==> config.mk <==
export PLATFORM = sky130hd
export DESIGN_NAME = ps2_scancode_ctrl
export DESIGN_NICKNAME = d
export VERILOG_FILES = /design/src/rtl/ps2_pkg.sv /design/src/rtl/ps2_keymap.sv /design/src/rtl/ps2_scancode_ctrl.sv
export SDC_FILE = /design/constraint.sdc
export NUM_CORES = 1
export LEC_CHECK = 0
export ABC_AREA = 1
export BUFFER_PORTS_ARGS = -buffer_cell sky130_fd_sc_hd__clkbuf_2
export CAP_MARGIN = 10
export CORE_MARGIN = 4
export CORE_UTILIZATION = 63
export CTS_BUF_LIST = sky130_fd_sc_hd__clkbuf_4 sky130_fd_sc_hd__clkbuf_8 sky130_fd_sc_hd__clkbuf_16
export CTS_CLUSTER_SIZE = 16
export DETAILED_ROUTE_END_ITERATION = 8
export GPL_ROUTABILITY_DRIVEN = 1
export GPL_TIMING_DRIVEN = 0
export MAX_ROUTING_LAYER = met4
export PLACE_DENSITY = 0.95
export SLEW_MARGIN = 20
export SYNTH_ARGS = -nofsm -noshare
export SYNTH_HDL_FRONTEND = slang
export SYNTH_SLANG_ARGS = --single-unit
==> constraint.sdc <==
create_clock -name CLOCK_50 -period 2.9 [get_ports CLOCK_50]
set_input_delay 0.58 -clock CLOCK_50 [delete_from_list [all_inputs] [get_ports CLOCK_50]]
set_output_delay 0.58 -clock CLOCK_50 [all_outputs]
set_load 0.02 [all_outputs]
==> src/rtl/ps2_pkg.sv <==
// ps2_pkg: shared FSM encoding, prefix/discard codes and key map for the PS/2 scan-code controller
package ps2_pkg;
  typedef enum logic [2:0] {IDLE, EXT, BRK, EXT_BRK, SKIP} state_t;
  localparam logic [7:0] PFX_E0 = 8'hE0;
  localparam logic [7:0] PFX_E1 = 8'hE1;
  localparam logic [7:0] PFX_F0 = 8'hF0;
  localparam logic [5:0][7:0] DISCARD_CODES = {8'hAA, 8'hFA, 8'hEE, 8'hFE, 8'h00, 8'hFF};
  // Entry i is {ext, code} for key index i.
  localparam logic [7:0][8:0] KEY_MAP = {9'h02C, 9'h076, 9'h174, 9'h16B,
                                         9'h172, 9'h175, 9'h05A, 9'h029};
  function automatic logic is_discard(input logic [7:0] code);
    is_discard = 1'b0;
    for (int i = 0; i < 6; i++) if (DISCARD_CODES[i] == code) is_discard = 1'b1;
  endfunction
endpackage

==> src/rtl/ps2_keymap.sv <==
// ps2_keymap: combinational lookup of (code, ext) in the key-map table
module ps2_keymap
  import ps2_pkg::*;
(
  input  logic [7:0] code,
  input  logic       ext,
  output logic       mapped,
  output logic [2:0] index
);
  always_comb begin
    mapped = 1'b0;
    index = 3'd0;
    for (int i = 0; i < 8; i++)
      if (KEY_MAP[i] == {ext, code}) begin
        mapped = 1'b1;
        index = 3'(i);
      end
  end
endmodule

==> src/rtl/ps2_scancode_ctrl.sv <==
// ps2_scancode_ctrl: decodes PS/2 scan-code bytes into make/break key events with held-key tracking
module ps2_scancode_ctrl
  import ps2_pkg::*;
#(
  parameter int TIMEOUT_CYCLES = 2_500_000,
  parameter int E1_SKIP_BYTES = 7
) (
  input  logic       CLOCK_50,
  input  logic       reset,
  input  logic [7:0] received_data,
  input  logic       data_en,
  output logic       evt_valid,
  input  logic       evt_ready,
  output logic [7:0] evt_code,
  output logic       evt_ext,
  output logic       evt_make,
  output logic [2:0] evt_key,
  output logic       evt_mapped,
  output logic [7:0] key_held,
  output logic       overflow
);
  localparam logic [31:0] TMO_LAST = 32'(TIMEOUT_CYCLES - 1);
  localparam logic [7:0] SKIP_INIT = 8'(E1_SKIP_BYTES);
  state_t state, state_nxt;
  logic [31:0] tmo_cnt;
  logic [7:0] skip_cnt;
  logic fire, fire_make, fire_ext, map_hit, emit, hs, tmo_hit;
  logic [2:0] map_idx;
  ps2_keymap u_keymap (
    .code  (received_data),
    .ext   (fire_ext),
    .mapped(map_hit),
    .index (map_idx)
  );
  assign tmo_hit = state != IDLE && tmo_cnt >= TMO_LAST;
  // A make of a key already held is auto-repeat and never becomes an event.
  assign emit = fire && !(fire_make && map_hit && key_held[map_idx]);
  assign hs = evt_valid && evt_ready;
  always_comb begin
    state_nxt = state;
    fire = 1'b0;
    fire_make = 1'b1;
    fire_ext = 1'b0;
    if (data_en) begin
      unique case (state)
        IDLE: begin
          state_nxt = received_data == PFX_F0 ? BRK :
                      received_data == PFX_E0 ? EXT :
                      received_data == PFX_E1 ? SKIP : IDLE;
          fire = state_nxt == IDLE && !is_discard(received_data);
        end
        EXT: begin
          state_nxt = received_data == PFX_F0 ? EXT_BRK : IDLE;
          fire = state_nxt == IDLE;
          fire_ext = 1'b1;
        end
        BRK: begin
          state_nxt = IDLE;
          fire = 1'b1;
          fire_make = 1'b0;
        end
        EXT_BRK: begin
          state_nxt = IDLE;
          fire = 1'b1;
          fire_make = 1'b0;
          fire_ext = 1'b1;
        end
        SKIP: state_nxt = skip_cnt <= 8'd1 ? IDLE : SKIP;
        default: state_nxt = IDLE;
      endcase
    end else if (tmo_hit) state_nxt = IDLE;
  end
  always_ff @(posedge CLOCK_50)
    if (reset) state <= IDLE;
    else state <= state_nxt;
  always_ff @(posedge CLOCK_50) begin
    if (reset) begin
      tmo_cnt <= '0;
      skip_cnt <= '0;
      evt_valid <= 1'b0;
      evt_code <= '0;
      evt_ext <= 1'b0;
      evt_make <= 1'b0;
      evt_key <= '0;
      evt_mapped <= 1'b0;
      key_held <= '0;
      overflow <= 1'b0;
    end else begin
      tmo_cnt <= (data_en || state_nxt == IDLE) ? '0 : tmo_cnt + 32'd1;
      skip_cnt <= state_nxt != SKIP ? '0 :
                  state == SKIP ? skip_cnt - {7'd0, data_en} : SKIP_INIT;
      if (fire && map_hit) key_held[map_idx] <= fire_make;
      if (emit && evt_valid && !hs) overflow <= 1'b1;
      else if (emit) begin
        evt_valid <= 1'b1;
        evt_code <= received_data;
        evt_ext <= fire_ext;
        evt_make <= fire_make;
        evt_key <= map_idx;
        evt_mapped <= map_hit;
      end else if (hs) evt_valid <= 1'b0;
    end
  end
endmodule

* Word-level counts from Yosys, hierarchy flattened
Index checks and enable logic that the tools add are counted.
W data, S select, Z words.
** Word-level totals
- Word-level logic and storage cells :: 114
- Bits in registers :: 67
- Output and inout port bits :: 24
- Bits of input ports :: 12
** Cells by class
- Magnitude comparators :: 4
- Reduce and logical (&&, ||, !) cells :: 28
- Bitwise operators :: 2
- Add/subtract/negate cells :: 2
- Equality and inequality tests :: 21
- Muxes and demuxes :: 45
** Operators with widths (count)
- $eq A8 B8 Y1 const A :: 5
- $eq A9 B9 Y1 const A :: 4
- $mux W3 :: 11
- $add A32 B1 Y32 const B :: 1
- $ge A32 B22 Y1 const B :: 1
- $mux W1 :: 26
- $eq A8 B8 Y1 const B :: 3
- $eq A6 B9 Y1 const A :: 2
- $eq A7 B9 Y1 const A :: 2
- $logic_not A3 Y1 :: 4
- $logic_and A1 B1 Y1 :: 10
- $pmux W3 S3 :: 1
- $bwmux W8 :: 1
- $le A8 B1 Y1 const B :: 1
- $logic_not A8 Y1 :: 1
- $reduce_or A2 Y1 :: 4
- $sub A8 B1 Y8 :: 1
- $eq A3 B2 Y1 const B :: 2
- $mux W2 :: 3
- $lt A3 B4 Y1 const B :: 1
- $reduce_and A2 Y1 :: 2
- $bmux W1 S3 :: 1
- $demux W1 S3 :: 1
- $eq A3 B1 Y1 const B :: 1
- other kinds (10) :: 13

* Logic depth before layout (Yosys ltp)
Gate-level depths: netlist (run 1).
- Depth in word-level cells :: 21
- Gate-level depth with buffers :: 17
- Gate-level depth less buffers :: 16

* Hierarchy
From an unflattened synthesis (run 1), not the netlist that was laid out.
** Second synthesis, totals
- Cell total of the unflattened synthesis :: 534
- Area, all modules :: 3651.0 um^2
** By module, submodules not included
- ps2_scancode_ctrl :: cells an instance 483, seq. area each 1341.3 um^2, area each 3400.8 um^2, times used 1
- ps2_keymap :: cells an instance 51, seq. area each 0.0 um^2, area each 250.2 um^2, times used 1

* Least setup slack after synthesis (run 1)
OpenSTA, ideal clock, no wires.
- Path kind :: input to register
- From :: in data_en
- To :: reg evt_make
- Data required time :: 2.787 ns
- Cell stages on the path :: 15
- Arrival :: 1.952 ns
- Buffers on the path :: 2
- Setup slack :: 0.835 ns
- Setup time :: 0.113 ns
- Cells stage by stage :: inv_1 -> nor2_2 -> nand2_1 -> nand3_1 -> nand2_1 -> nor2_2 -> nand2_2 -> nand3_1 -> nor2_1 -> nand2_1 -> nand3_2 -> buf_4 -> buf_6 -> nor2_1 -> nor2_1
** On the way
- Longest elaborated chain between the ends :: 18
- Elaborated cells on any way between the ends :: 36
- Those cells by class :: 8 x eq/ne; 20 x mux; 1 x bitwise; 7 x reduce/logical
** RTL lines
- from (decl) :: RTL line ps2_scancode_ctrl.sv:11 : input logic data_en,
- $mux W1 :: RTL line ps2_scancode_ctrl.sv:44 : if (data_en) begin
- $eq A7 B9 Y1 / $eq A6 B9 Y1 (equally long branches) :: RTL line ps2_keymap.sv:14 : if (KEY_MAP[i] == {ext, code}) begin
- $mux W1 :: RTL line ps2_keymap.sv:14
- $mux W2 / $mux W1 (equally long branches) (2 in a row) :: RTL line ps2_keymap.sv:14
- $mux W3 / $mux W1 (equally long branches) (4 in a row) :: RTL line ps2_keymap.sv:14
- $bmux W1 S3 / $mux W1 (equally long branches) :: RTL line ps2_scancode_ctrl.sv:37, ps2_keymap.sv:14
- $mux W1 (implied by the code) / $logic_and A1 B1 Y1 (equally long branches) :: RTL line ps2_scancode_ctrl.sv:37 : assign emit = fire && !(fire_make && map_hit && key_held[map_idx]);
- $logic_and A1 B1 Y1 :: RTL line ps2_scancode_ctrl.sv:37
- $logic_not A1 Y1 :: RTL line ps2_scancode_ctrl.sv:37
- $logic_and A1 B1 Y1 :: RTL line ps2_scancode_ctrl.sv:37
- $logic_and A1 B1 Y1 (2 in a row) :: RTL line ps2_scancode_ctrl.sv:93 : if (emit && evt_valid && !hs) overflow <= 1'b1;
- $not A1 Y1 (no source line)
- $reduce_and A2 Y1 (no source line)
- to (signal assigned) :: RTL line ps2_scancode_ctrl.sv:98 : evt_make <= fire_make;
- to (decl) :: RTL line ps2_scancode_ctrl.sv:16 : output logic evt_make,
Parallel ways exist; a longest one is shown, timed or not. The select of a mux whose other input is x is not followed.
A chain may end at the register's enable or synchronous reset.

* Worst setup path in the final report (run 1)
- From :: reg tmo_cnt[0]
- To :: reg tmo_cnt[19]
** On the way
- Longest elaborated chain between the ends :: 7
- Elaborated cells on any way between the ends :: 8
- Those cells by class :: 1 x add/sub; 1 x order compare; 2 x mux; 4 x reduce/logical
** RTL lines
- from (decl) :: RTL line ps2_scancode_ctrl.sv:25 : logic [31:0] tmo_cnt;
- from (signal assigned) :: RTL line ps2_scancode_ctrl.sv:89 : tmo_cnt <= (data_en || state_nxt == IDLE) ? '0 : tmo_cnt + 32'd1;
- $ge A32 B22 Y1 :: RTL line ps2_scancode_ctrl.sv:35 : assign tmo_hit = state != IDLE && tmo_cnt >= TMO_LAST;
- $logic_and A1 B1 Y1 :: RTL line ps2_scancode_ctrl.sv:35
- $mux W3 :: RTL line ps2_scancode_ctrl.sv:71 : end else if (tmo_hit) state_nxt = IDLE;
- $mux W3 :: RTL line ps2_scancode_ctrl.sv:44
- $logic_not A3 Y1 :: RTL line ps2_scancode_ctrl.sv:89
- $logic_or A1 B1 Y1 :: RTL line ps2_scancode_ctrl.sv:89
- $reduce_or A2 Y1 (no source line)
Parallel ways exist; a longest one is shown, timed or not.

==> results.md, run 1 <==
* Nets@finish at 549
* Final cell count without fillers at 609
* Worst setup SP type: register
* Die Span X at 80.25 µm
* Peak VDD IR at roughly 0.34 mV
* Synth Register Bits at 67
* Sequential share of the synthesized area at 40.79%
* Post-CTS setup buffers at 0
* Cell count after synthesis at 480
* Crit path max fanout at 10
* Worst Reg-to-Reg Cells at 15
* Drt drc at 0
* Syn Area/Cell at between 6 and 7 µm²
* Gr ovfl total at 0
* Cell Area, Synth at 0.003288 mm²
* Input/output buffers at 34
* Reg2reg setup slack at 0.58 ns
* Final Max Tran Viols at 0
* Die area at 0.006439 mm²
* Most used cell, CP: nand2_1
* Mux cell area share after synthesis at 0%
* CTS max path bufs at 2
* DR iter-0 viols at 216
* Io pins at 36
* Core area at 0.005075 mm²
* Clk root buf: clkbuf_8
* Post-synth cell types at 36
* RSZ-0062 raised after global routing: no
* Hold_buf cts at 0
* P_sw at 0.4812 mW
* Commonest cells after routing, fill and taps aside: 97 x nor2_1, 93 x nand2_1, 75 x inv_1
* Crit path cell chain: ha_1, nand2_1, nor2_1, nand4_1, o211ai_1, nand3_1, nand2_1, nand2_1, nand2_1, o21ai_0, nor2_1, nand2_1, nand2_1, buf_2, nor2_1
* Tot GR Track Use at 24.30%
* Clock power frac at 40.5%
* Via Count at 3100
* Post-synthesis compound-gate area fraction at 6.012%
* Internal Power at 1.389 mW
* Yosys synthesis warning count at 0
* CTS tree: done
* FF-to-FF Start: tmo_cnt[0]$_SDFF_PP0_
* Clk Latency, worst-skew pair at 0.35 ns
* Critical Path AT at 2.54 ns
* Worst hold stages at 1
* Largest net degree at the start of global routing at 13
* Worst-path clk slew at 0.07 ns
* Diode count at 0
* Power density over the cells at between 400 and 500 mW/mm²
* Total Routed Length at between 6 and 7 mm
* Wire per inst at 11.43 µm
* Xor-xnor portion of the synthesized cell area at 6.393%
* Commonest non-fill, non-tap cell in the layout: nor2_1
* Final WS setup at between 0.5 and 0.6 ns
* Layout Skew at 0.01292 ns
* Synth top area share at 40.79%
* Worst R2R End: tmo_cnt[19]$_SDFF_PP0_
* Status: finished, final reports clean
* First-pass GRT wire length at 12.16 mm
* Row cnt at 26
* Initial core utilization at 64.79%
* Post-CTS sizing at 0
* CP top delay family: simple AND/OR/NAND/NOR gates
* Layout area overhead at 14.73%
* Sequential power share at 51.1%
* Setup TNS at 0 ns
* Hold Fails Final Rpt at 0
* Initial DRT Pass Iterations at 5
* Post-DP HPWL at 5.046 mm
* GP Congestion at 0.9458
* Antenna-violating nets left at 0
* Final setup violation count at 0
* Die height at around 80 µm
* Post-route clock period utilization at 79.94%
* Critical path class: reg -> reg
* Area leader, netlist: dfxtp_1
* Vias per inst at 5.090
* Fmax at 431.3 MHz
* Area share of fa/ha/maj cells after synthesis at 1.142%
* Ranking of synthesized cells by area: dfxtp_1 41%, nor2_1 11%, nand2_1 11%
* Buffers & Inverters on Critical Path at 1
* Clk sinks at 67
* Max-cap viol count at 0
* Required time of the critical path at 3.13 ns
* Synth Area in Simple Gates at 35.05%
* Leak pwr at roughly 1.7 nW
* Worst setup EP type: register
* Worst Hold Class: reg -> reg
* H-tree depth at 3
* Combinational cell fraction of total power at under 10%
* Worst slew pin tran at 0.5184 ns
* Number of global-route vias before repair at 2914
* Worst slack at placement at roughly 0.35 ns
* Num CTS Buffers at 9
* Share of layout cells above drive strength 1 at 13.91%
* Slew margin rel. at 65.44%
* Critical path's slowest cell: dfxtp_1
* Crit path time final at 2.318 ns
* CP max stage delay at 0.36 ns
* DP Cell Count at between 500 and 600
* Sw Share at 25.73%
* Largest family of logic cells by synthesized area: simple AND/OR/NAND/NOR gates
* Initial antenna violation count at 0
* Hold endpoint: tmo_cnt[0]$_SDFF_PP0_
* Hold_sp: tmo_cnt[0]$_SDFF_PP0_
power groups by stage:
stage          registers (mW)  logic (mW)  clock network, mW
2_1_floorplan           0.997      0.0840                  0
3_3_place_gp            0.975       0.150                  0
3_5_place_dp            0.976       0.154                  0
4_1_cts                 0.955       0.156              0.766
5_1_grt                 0.957       0.178              0.805
6_report                0.955       0.158              0.757
final cells by class:
| cell class | instances | area [µm²] |
|---|---|---|
| Buffer | 9 | 48.80 |
| Clock buffer | 9 | 123.9 |
| Clock inverter | 7 | 68.82 |
| Fill cell | 395 | 1303 |
| Inverter | 79 | 296.5 |
| Multi-Input combinational cell | 334 | 1635 |
| Sequential cell | 67 | 1341 |
| Tap cell | 70 | 87.58 |
| Timing Repair Buffer | 34 | 170.2 |
kinds of logic (layout without fill, tap and decap cells):
family                     count (synthesis)  count (layout)
xor gates and xnor gates                  24              24
buffers and inverters                     88             138
adders and majority gates                  3               3
AOI/OAI and AO/OA                         35              35
DFF                                       67              67
and+or+nand+nor                          262             262
other                                      1              10
how the worst max path moves through the flow:
stage	to	cells past startpoint	slack [ns]	from
finish	tmo_cnt[19]$_SDFF_PP0_	15	0.58	tmo_cnt[0]$_SDFF_PP0_
global route	tmo_cnt[21]$_SDFF_PP0_	15	0.33	tmo_cnt[0]$_SDFF_PP0_
CTS	tmo_cnt[19]$_SDFF_PP0_	15	0.62	tmo_cnt[0]$_SDFF_PP0_
detailed placement	evt_make$_SDFFE_PP0P_	17	0.35	received_data[6]
global placement	evt_mapped$_SDFFE_PP0P_	16	0.40	data_en
floorplan	evt_make$_SDFFE_PP0P_	15	0.84	data_en
metrics by stage:
stage	cell area, µm²	total power [mW]	hold slack [ns]	utilization [%]
after floorplan	3322	1.081	0.4176	-
after global placement	3580	1.125	0.4275	70.54
after detailed placement	3580	1.130	0.4382	70.54
after CTS	3772	1.877	0.4546	74.33
after global routing	3772	1.940	0.4853	74.33
final	3772	1.870	0.4589	74.33
sequential cells by signal, summed over array words and instances, names as in the netlist, 3 cells and up:
signal / cells
evt_code: 8
evt_key: 3
key_held: 8
skip_cnt: 8
state: 3
tmo_cnt: 32
synthesized netlist by cell type (all sizes together):
library cell,number
nor2,102
o21bai,2
o211ai,1
conb,1
ha,3
a211oi,1
xnor2,5
nand4,12
nor3,18
o21ai,15
a21boi,1
a21oi,12
or2,3
nand3,28
clkbuf,4
dfxtp,67
a31o,1
o22ai,1
nor4,4
inv,79
buf,5
xor2,19
a32o,1
nand2,95
routing by layer:
metal  GRT usage (%)  vias up  wire length [µm]
li1                -     1584                 -
met1           30.48     1394              3240
met2           38.08      105              3180
met3           4.036       17               392
met4           11.82        0               145
met5               -        -                 0
Power figures use the tool's default switching activity.
==> run 2, diff against run 1 <==
--- a/config.mk
+++ b/config.mk
@@ -9,14 +9,14 @@
 export BUFFER_PORTS_ARGS = -buffer_cell sky130_fd_sc_hd__clkbuf_2
 export CAP_MARGIN = 10
 export CORE_MARGIN = 4
-export CORE_UTILIZATION = 63
+export CORE_UTILIZATION = 58
 export CTS_BUF_LIST = sky130_fd_sc_hd__clkbuf_4 sky130_fd_sc_hd__clkbuf_8 sky130_fd_sc_hd__clkbuf_16
 export CTS_CLUSTER_SIZE = 16
 export DETAILED_ROUTE_END_ITERATION = 8
 export GPL_ROUTABILITY_DRIVEN = 1
 export GPL_TIMING_DRIVEN = 0
 export MAX_ROUTING_LAYER = met4
-export PLACE_DENSITY = 0.95
+export PLACE_DENSITY = 0.89
 export SLEW_MARGIN = 20
 export SYNTH_ARGS = -nofsm -noshare
 export SYNTH_HDL_FRONTEND = slang
==> constraint.sdc (replaced) <==
create_clock -name CLOCK_50 -period 2.29 [get_ports CLOCK_50]
set_input_delay 0.458 -clock CLOCK_50 [delete_from_list [all_inputs] [get_ports CLOCK_50]]
set_output_delay 0.458 -clock CLOCK_50 [all_outputs]
set_load 0.02 [all_outputs]
==> results.md, run 2 (synthesis results as in run 1) <==
* Crit path cell chain: clkbuf_2, inv_1, nor2_2, nand2_2, nand3_2, buf_12, o21ai_0, nor2_1, nand3_1, nor2_1, nand2_1, nand3_2, buf_4, buf_6, nor2_1, nor2_1
* Fin area at 0.003874 mm²
* Largest reg by FF count: tmo_cnt
* Worst setup EP type: register
* Worst slack at placement at -0.2057 ns
* Max-cap viol count at 0
* DP Area at 0.003582 mm²
* Total Routed Length at 7.351 mm
* Clk Latency, worst-skew pair at 0.35 ns
* Fillers at 454
* Critical Path AT at around 2.4 ns
* Power density over the cells at roughly 620 mW/mm²
* Post-route clock period utilization at 93.48%
* Diode count at 0
* Commonest cells after routing, fill and taps aside: 94 x nor2_1, 91 x nand2_1, 75 x inv_1
* Nets@finish at around 550
* Commonest non-fill, non-tap cell in the layout: nor2_1
* Final Max Tran Viols at 0
* Hold WS at 0.3909 ns
* Layout area overhead at 17.81%
* Die height at 83.30 µm
* Wire per inst at 11.99 µm
* Reg area at 0.001343 mm²
* Largest net degree at the start of global routing at 11
* RSZ-0062 raised after global routing: yes
* FF-to-FF Start: state[2]$_SDFF_PP0_
* Clk root buf: clkbuf_8
* Post-DP HPWL at 5.323 mm
* CP top delay family: simple AND/OR/NAND/NOR gates
* Die area at 0.006938 mm²
* Core area at ~0.0055 mm²
* Die Span X at 83.30 µm
* Hold_sp: received_data[0]
* Antenna-violating nets left at 0
* CTS tree: done
* Hold_buf cts at 0
* First-pass GRT wire length at approximately 13 mm
* Drt drc at 0
* Worst-path clk slew at approximately 0.08 ns
* Area occupied by multi-input gates at roughly 0.0017 mm²
* Share of layout cells above drive strength 1 at 16.08%
* Clk sinks at 67
* Layout Skew at ~0.016 ns
* DR iter-0 viols at 257
* Reg2reg setup slack at 0.16 ns
* Initial core utilization at 59.71%
* Num CTS Buffers at 9
* Worst Hold Class: in -> reg
* Final cell count without fillers at 613
* H-tree depth at 3
* Required time of the critical path at 2.54 ns
* Initial DRT Pass Iterations at 5
* Worst R2R End: evt_mapped$_SDFFE_PP0P_
* Crit path time final at 2.141 ns
* Hold endpoint: evt_code[0]$_SDFFE_PP0P_
* Critical path class: in -> reg
* Leak pwr at 1.734 nW
* Most used cell, CP: nor2_1
* Buffers & Inverters on Critical Path at 5
* Gr ovfl total at 0
* Final WS setup at about 0.15 ns
* Input/output buffers at 34
* Worst hold stages at 3
* Hold Fails Final Rpt at 0
* DP Cell Count at 595
* Status: finished, final reports clean
* CP max stage delay at 0.22 ns
* Fmax at 467.2 MHz
* Row cnt at 27
* Critical path's slowest cell: o21ai_0
* Initial antenna violation count at 0
* Final setup violation count at 0
* Max reg flops at 32
* Worst Reg-to-Reg Cells at 14
* CTS max path bufs at 2
* Peak VDD IR at 0.4575 mV
* Tot GR Track Use at 22.51%
* Total power at 2.409 mW
* Crit path max fanout at 10
* GP Congestion at 0.9148
* Io pins at 36
* Worst setup SP type: input pin
* Vias per inst at 5.129
* Number of global-route vias before repair at 2972
* Via Count at 3144
[run 2: worst max path at each step]
| stage | slack, ns | end | startpoint | cells after the start |
|---|---|---|---|---|
| global placement | -0.08 | evt_key[2]$_SDFFE_PP0P_ | received_data[6] | 17 |
| floorplan | 0.35 | evt_make$_SDFFE_PP0P_ | data_en | 15 |
| detailed placement | -0.21 | evt_mapped$_SDFFE_PP0P_ | data_en | 16 |
| finish | 0.15 | evt_mapped$_SDFFE_PP0P_ | data_en | 16 |
| CTS | 0.04 | tmo_cnt[5]$_SDFF_PP0_ | tmo_cnt[0]$_SDFF_PP0_ | 15 |
| global route | -0.06 | evt_ext$_SDFFE_PP0P_ | received_data[6] | 16 |
[run 2: timing repair]
item	in CTS	in global routing
gates resized for setup	0	17
setup endpoints to repair	0	36
buffers inserted	0	3
[run 2: area by class of cell]
type / count / share of cell area, %
sequential: 67 / 34.66
timing repair buffer: 37 / 5.297
inverter: 79 / 7.655
tap: 72 / 2.326
clock inverter: 2 / 0.9044
buffer: 9 / 1.389
multi-input combinational: 334 / 43.48
clock buffer: 13 / 4.296
[run 2: per-layer routing]
layer	GRT usage [%]	routed length (µm)	up-vias
li1	-	-	1592
met1	26.48	3140	1422
met2	37.54	3502	104
met3	3.571	455	26
met4	10.70	254	0
met5	-	0	-
[run 2: power breakdown]
| group | switching, mW | leakage [nW] | internal, mW | total, mW |
|---|---|---|---|---|
| logic | 0.136 | 1.08 | 0.0655 | 0.202 |
| registers | 0.0128 | 0.547 | 1.20 | 1.21 |
| clock network | 0.419 | 0.106 | 0.579 | 0.998 |
[run 2: through the flow]
step | util (%) | setup TNS, ns
after CTS | 68.71 | 0
after floorplan | - | 0
after global routing | 70.35 | -0.4485
final | 70.35 | 0
after detailed placement | 65.05 | -2.116
after global placement | 65.05 | -0.6523
[run 2: tightest hold or removal path: cells and delay by family]
kind	cells	cell delay, ns
and+or+nand+nor	2	0.13
buffers and inverters	1	0.11
